## src/rtl/debounce_pkg.sv

```systemverilog
// Shared state encodings for the debounce/edge-detect block.
// Also imported by the bench to check the state register.
package debounce_pkg;

  typedef enum logic [1:0] {
    S_LOW       = 2'b00,
    S_WAIT_HIGH = 2'b01,
    S_HIGH      = 2'b11,
    S_WAIT_LOW  = 2'b10
  } state_t;

endpackage

```

## src/rtl/debounce_edge.sv

```systemverilog
// Level debouncer with registered rise/fall pulses.
// dout changes once STABLE_N consecutive samples agree.
module debounce_edge
  import debounce_pkg::*;
#(
  parameter int unsigned STABLE_N = 4
) (
  input  logic clk,
  input  logic rst,
  input  logic din,
  output logic dout,
  output logic rise,
  output logic fall
);

  localparam int unsigned CW = $clog2(STABLE_N);
  localparam logic [CW-1:0] LAST = CW'(STABLE_N - 1);
  localparam logic [CW-1:0] ONE  = CW'(1);

  state_t        state;
  logic [CW-1:0] cnt;

  always_ff @(posedge clk) begin
    if (rst) begin
      state <= S_LOW;
      cnt   <= '0;
      dout  <= 1'b0;
      rise  <= 1'b0;
      fall  <= 1'b0;
    end else begin
      rise <= 1'b0;
      fall <= 1'b0;
      unique case (state)
        S_LOW: begin
          dout <= 1'b0;
          cnt  <= din ? ONE : '0;
          if (din) state <= S_WAIT_HIGH;
        end
        S_WAIT_HIGH: begin
          if (!din) begin
            state <= S_LOW;
            cnt   <= '0;
          end else if (cnt == LAST) begin
            state <= S_HIGH;
            cnt   <= '0;
            dout  <= 1'b1;
            rise  <= 1'b1;
          end else begin
            cnt <= cnt + ONE;
          end
        end
        S_HIGH: begin
          dout <= 1'b1;
          cnt  <= !din ? ONE : '0;
          if (!din) state <= S_WAIT_LOW;
        end
        S_WAIT_LOW: begin
          if (din) begin
            state <= S_HIGH;
            cnt   <= '0;
          end else if (cnt == LAST) begin
            state <= S_LOW;
            cnt   <= '0;
            dout  <= 1'b0;
            fall  <= 1'b1;
          end else begin
            cnt <= cnt + ONE;
          end
        end
        default: begin
          // corrupted encoding: drop quietly to a known low state
          state <= S_LOW;
          cnt   <= '0;
          dout  <= 1'b0;
        end
      endcase
    end
  end

endmodule

```

## config.mk

```make
export PLATFORM = sky130hd
export DESIGN_NAME = debounce_edge
export DESIGN_NICKNAME = d
export VERILOG_FILES = /design/src/rtl/debounce_pkg.sv /design/src/rtl/debounce_edge.sv
export SDC_FILE = /design/constraint.sdc
export NUM_CORES = 1
export LEC_CHECK = 0
export ABC_AREA = 0
export ABC_CLOCK_PERIOD_IN_PS = 1700
export CAP_MARGIN = 30
export CORE_ASPECT_RATIO = 1.2
export CORE_MARGIN = 2
export CORE_UTILIZATION = 25
export DETAILED_ROUTE_END_ITERATION = 10
export PLACE_DENSITY = 0.51
export SLEW_MARGIN = 20
export SYNTH_ARGS = -nofsm -noshare
export SYNTH_HDL_FRONTEND = slang
export SYNTH_SLANG_ARGS = --single-unit
```

## constraint.sdc

```tcl
create_clock -name clk -period 1.7 [get_ports clk]
set_clock_uncertainty 0.15 [all_clocks]
set_input_delay 0.34 -clock clk [delete_from_list [all_inputs] [get_ports clk]]
set_output_delay 0.34 -clock clk [all_outputs]
set_load 0.005 [all_outputs]
```

# [Word-level counts from Yosys, hierarchy flattened]
# Index checks and enable logic that the tools add are counted.
[totals] word_cells=45 output_inout_bits=3 input_bits=3 register_bits=7
[op_classes] reduce_logical=5 n_bitwise=3 n_mux=19 n_addsub=1 n_eq_ne=12
[op_table] operator="$mux W2" count=9
[op_table] operator="$pmux W2 S4" count=2
[op_table] operator="$ne A2 B2 Y1 const B" count=6
[op_table] operator="$reduce_and A4 Y1" count=2
[op_table] operator="$mux W1" count=7
[op_table] operator="$eq A2 B2 Y1 const B" count=3
[op_table] operator="$ne A3 B3 Y1 const B" count=2
[op_table] operator="$reduce_or A3 Y1" count=2
[op_table] operator="$pmux W1 S4" count=1
[op_table] operator="$not A1 Y1" count=3
[op_table] operator="$add A2 B1 Y2 const B" count=1
[op_table] operator="$eq A2 B1 Y1 const B" count=1
[op_table] operator="$logic_not A2 Y1" count=1

# [Longest topological paths before layout]
[logic_depth] word_depth=4 ltp_mapped=5 mapped_depth_nobuf=5

# [Least setup slack after synthesis]
# Ideal clock, no wire load.
[synth_timing] path_kind="register to register" startpoint="register state[0]" endpoint="register state[0]" setup_slack_ns=0.189 t_arrival_ns=1.237 setup_ns=0.123 t_required_ns=1.427 n_path_buf=0 period_less_slack_ns=1.511 path_stages_with_launch=6 path_cell_list="dfxtp_1 inv_1 ha_1 nand2b_1 a32oi_1 mux2_1"
[synth_via] elab_chain_cells=3 word_cells_on_any_way=10 classes_between="eq/ne: 7; mux: 1; reduce/logical: 2"
[synth_lines] element="start: declaration" line="debounce_edge.sv:20" source="state_t state;"
[synth_lines] element="start signal: assignment" line="debounce_edge.sv:25" source="state <= S_LOW;"
[synth_lines] element="start signal: assignment" line="debounce_edge.sv:37" source="if (din) state <= S_WAIT_HIGH;"
[synth_lines] element="start signal: assignment" line="debounce_edge.sv:41" source="state <= S_LOW;"
[synth_lines] element="$eq A2 B1 Y1, or another cell as far along" line="debounce_edge.sv:33" source="unique case (state)"
[synth_lines] element="$ne A3 B3 Y1 (no line) or $ne A2 B2 Y1 (tied branches)"
[synth_lines] element="$reduce_and A4 Y1 (no line)"
# Several ways; a longest one is shown, not always the timed one.
# A chain may end at the register's enable or synchronous reset.

# [Final worst setup path]
# Ends and elaborated chain as after synthesis.

==> results.json <==
{
  "cts_tree": "built",
  "routed_wl_um": 862,
  "fin_total_pwr_w": 0.000555,
  "synth_area_um2": 443,
  "drive_gt1_frac": 0.203,
  "final.min_clock_period_ns": 1.61,
  "routedWlPerCell_um": 10.5,
  "rsz0062_at_grt": "no",
  "synth_fp_nets": 61,
  "cts_inserted_buffers": 3,
  "maxCapViolCount": 0,
  "grt_pass1_vias": 378,
  "grt_pass1_wl_mm": 1.55,
  "routed_via_density": 4.54,
  "end_kind": "flip-flop",
  "cts-root-buf": "clkbuf_4",
  "irDropWorstVdd_mv": 0.191,
  "area_growth_pct": 32.2,
  "grt_overflow": 0,
  "cts_resized": 0,
  "maxSlewViolCount": 0,
  "status": "completed",
  "antenna_found_initial": 0,
  "track_usage": 0.102,
  "worstSkewPairLatency_ns": 0.25,
  "rows": 16,
  "place_congestion": 0.738,
  "grtUsageMet3": 0.0403,
  "worstPathRequired_ns": 1.68,
  "dieHeight_um": 50.1,
  "post-route-period-util": 0.944,
  "post-cts-setup-buffers": 0,
  "busiest_layer": "met2",
  "use_met2": 0.156,
  "critPathMaxStageDelay_ns": 0.34,
  "nNetsFinal": 76,
  "antennaDiodeCount": 0,
  "ant_nets": 0,
  "vias": 372,
  "start_util": 0.270,
  "setup_tns_ns": 0,
  "worstPathMaxFanout": 4,
  "arrival_ns": 1.58,
  "port_buffers": 5,
  "htree_levels": 1,
  "synth-seq-cells": 7,
  "die_width_um": 42.4,
  "final_cell_mix": "nor2_1, ha_1, buf_4",
  "final_hold_viol_count": 0,
  "crit_path_top_delay_cell": "dfxtp_2",
  "hp-class": "reg -> reg",
  "worstPathCellList": "inv_1 > ha_1 > nand2b_1 > a32oi_2 > mux2_1",
  "finalSetupViolations": 0,
  "max_freq_mhz": 623,
  "worst_pin_slew_ns": 0.189,
  "use_met1": 0.106,
  "grt_max_degree": 6,
  "slew_headroom": 0.871,
  "startpoint_type": "flip-flop",
  "drc": 0,
  "hpwl_um": 708,
  "instances_no_fill": 82,
  "core_region_area_um2": 1640,
  "synth.yosys.warnings": 0,
  "die_area_um2": 2130,
  "place_area_um2": 549,
  "avgSynthCellArea_um2": 8.86,
  "design_area_um2": 586,
  "final_util": 0.357,
  "powerDensity_nw_per_um2": 948,
  "ys_seq_area_frac": 0.316,
  "cts_buffer_depth": 2,
  "ios": 6,
  "path_class": "reg -> reg",
  "cts.clk_slew.worst_paths_ns": 0.05,
  "synth_cells": 50,
  "ys_types": 17,
  "drt_iter0_drc": 5,
  "first_pass_iters": 4,
  "placed_cells": 78,
  "cts_sinks": 7,
  "hold_buffers": 0,
  "p_leak_nw": 0.247
}
-- final timing paths --
path         startpoint  cells past startpoint  endpoint  slack [ns]
min                dout                      2      dout        0.37
max reg2reg    state[0]                      5  state[0]        0.09
max            state[0]                      5  state[0]        0.09
min reg2reg        dout                      2      dout        0.37
-- sequential cells by signal, indices dropped and copies added, names as in the netlist --
signal and count:
cnt 2, state 2, dout 1, fall 1
rise 1
-- report_power, final --
group	switching [W]	total [W]	internal, W
logic	0.0000905	0.000201	0.000110
registers	0.0000173	0.000204	0.000186
clock network	0.0000613	0.000151	0.0000896
total	0.000169	0.000555	0.000386
-- metal layers --
layer / part of all wire / wire, um
met1: 0.44 / 379
met2: 0.50 / 432
met3: 0.043 / 37
met4: 0.014 / 12
met5: 0 / 0
-- stage by stage --
step / hold slack (ns) / setup WS (ns)
after global placement: 0.354 / -0.0653
after global routing: 0.409 / 0.0176
after CTS: 0.370 / 0.0450
final: 0.366 / 0.0946
after floorplan: 0.259 / 0.189
after detailed placement: 0.364 / -0.0993
-- cells in the mapped netlist --
cell      instances  area, um2
a21boi_0          1       7.51
a21oi_1           4       20.0
a311oi_1          1       8.76
a32oi_1           1       8.76
buf_6             1       11.3
dfxtp_1           7        140
ha_1              8        100
inv_1             3       11.3
mux2_1            2       22.5
mux2i_1           1       10.0
nand2_1           3       11.3
nand2b_1          4       25.0
nor2_1            8       30.0
nor2b_1           2       12.5
o21ai_0           2       10.0
o21bai_1          1       7.51
or2_2             1       6.26
-- final cells by class --
cell class | count | area, um2
clock buffers | 4 | 26.3
fillers | 181 | 1060
inverters | 3 | 11.3
multi-input cells | 39 | 288
flip-flops and latches | 7 | 143
well taps | 18 | 22.5
repair buffers | 11 | 95.1
-- cell families (layout without fill, tap and decap cells) --
logic type,count (synthesis),after routing,share of synthesized area
AND/OR/NAND/NOR,18,18,0.192
AO/OA/AOI/OAI,10,10,0.141
adder cells (fa/ha/maj),8,8,0.226
flip-flops,7,7,0.316
buffers and inverters,4,18,0.0508
multiplexers,3,3,0.0734
-- worst max-delay path: cells and delay by family (launching register included) --
family / cells / cell delay [ns]
buffers and inverters: 1 / 0.12
and+or+nand+nor: 1 / 0.09
AOI/OAI and AO/OA: 1 / 0.21
adders and majority gates: 1 / 0.24
muxes: 1 / 0.34
DFF: 1 / 0.34
Power figures use the tool's default switching activity.
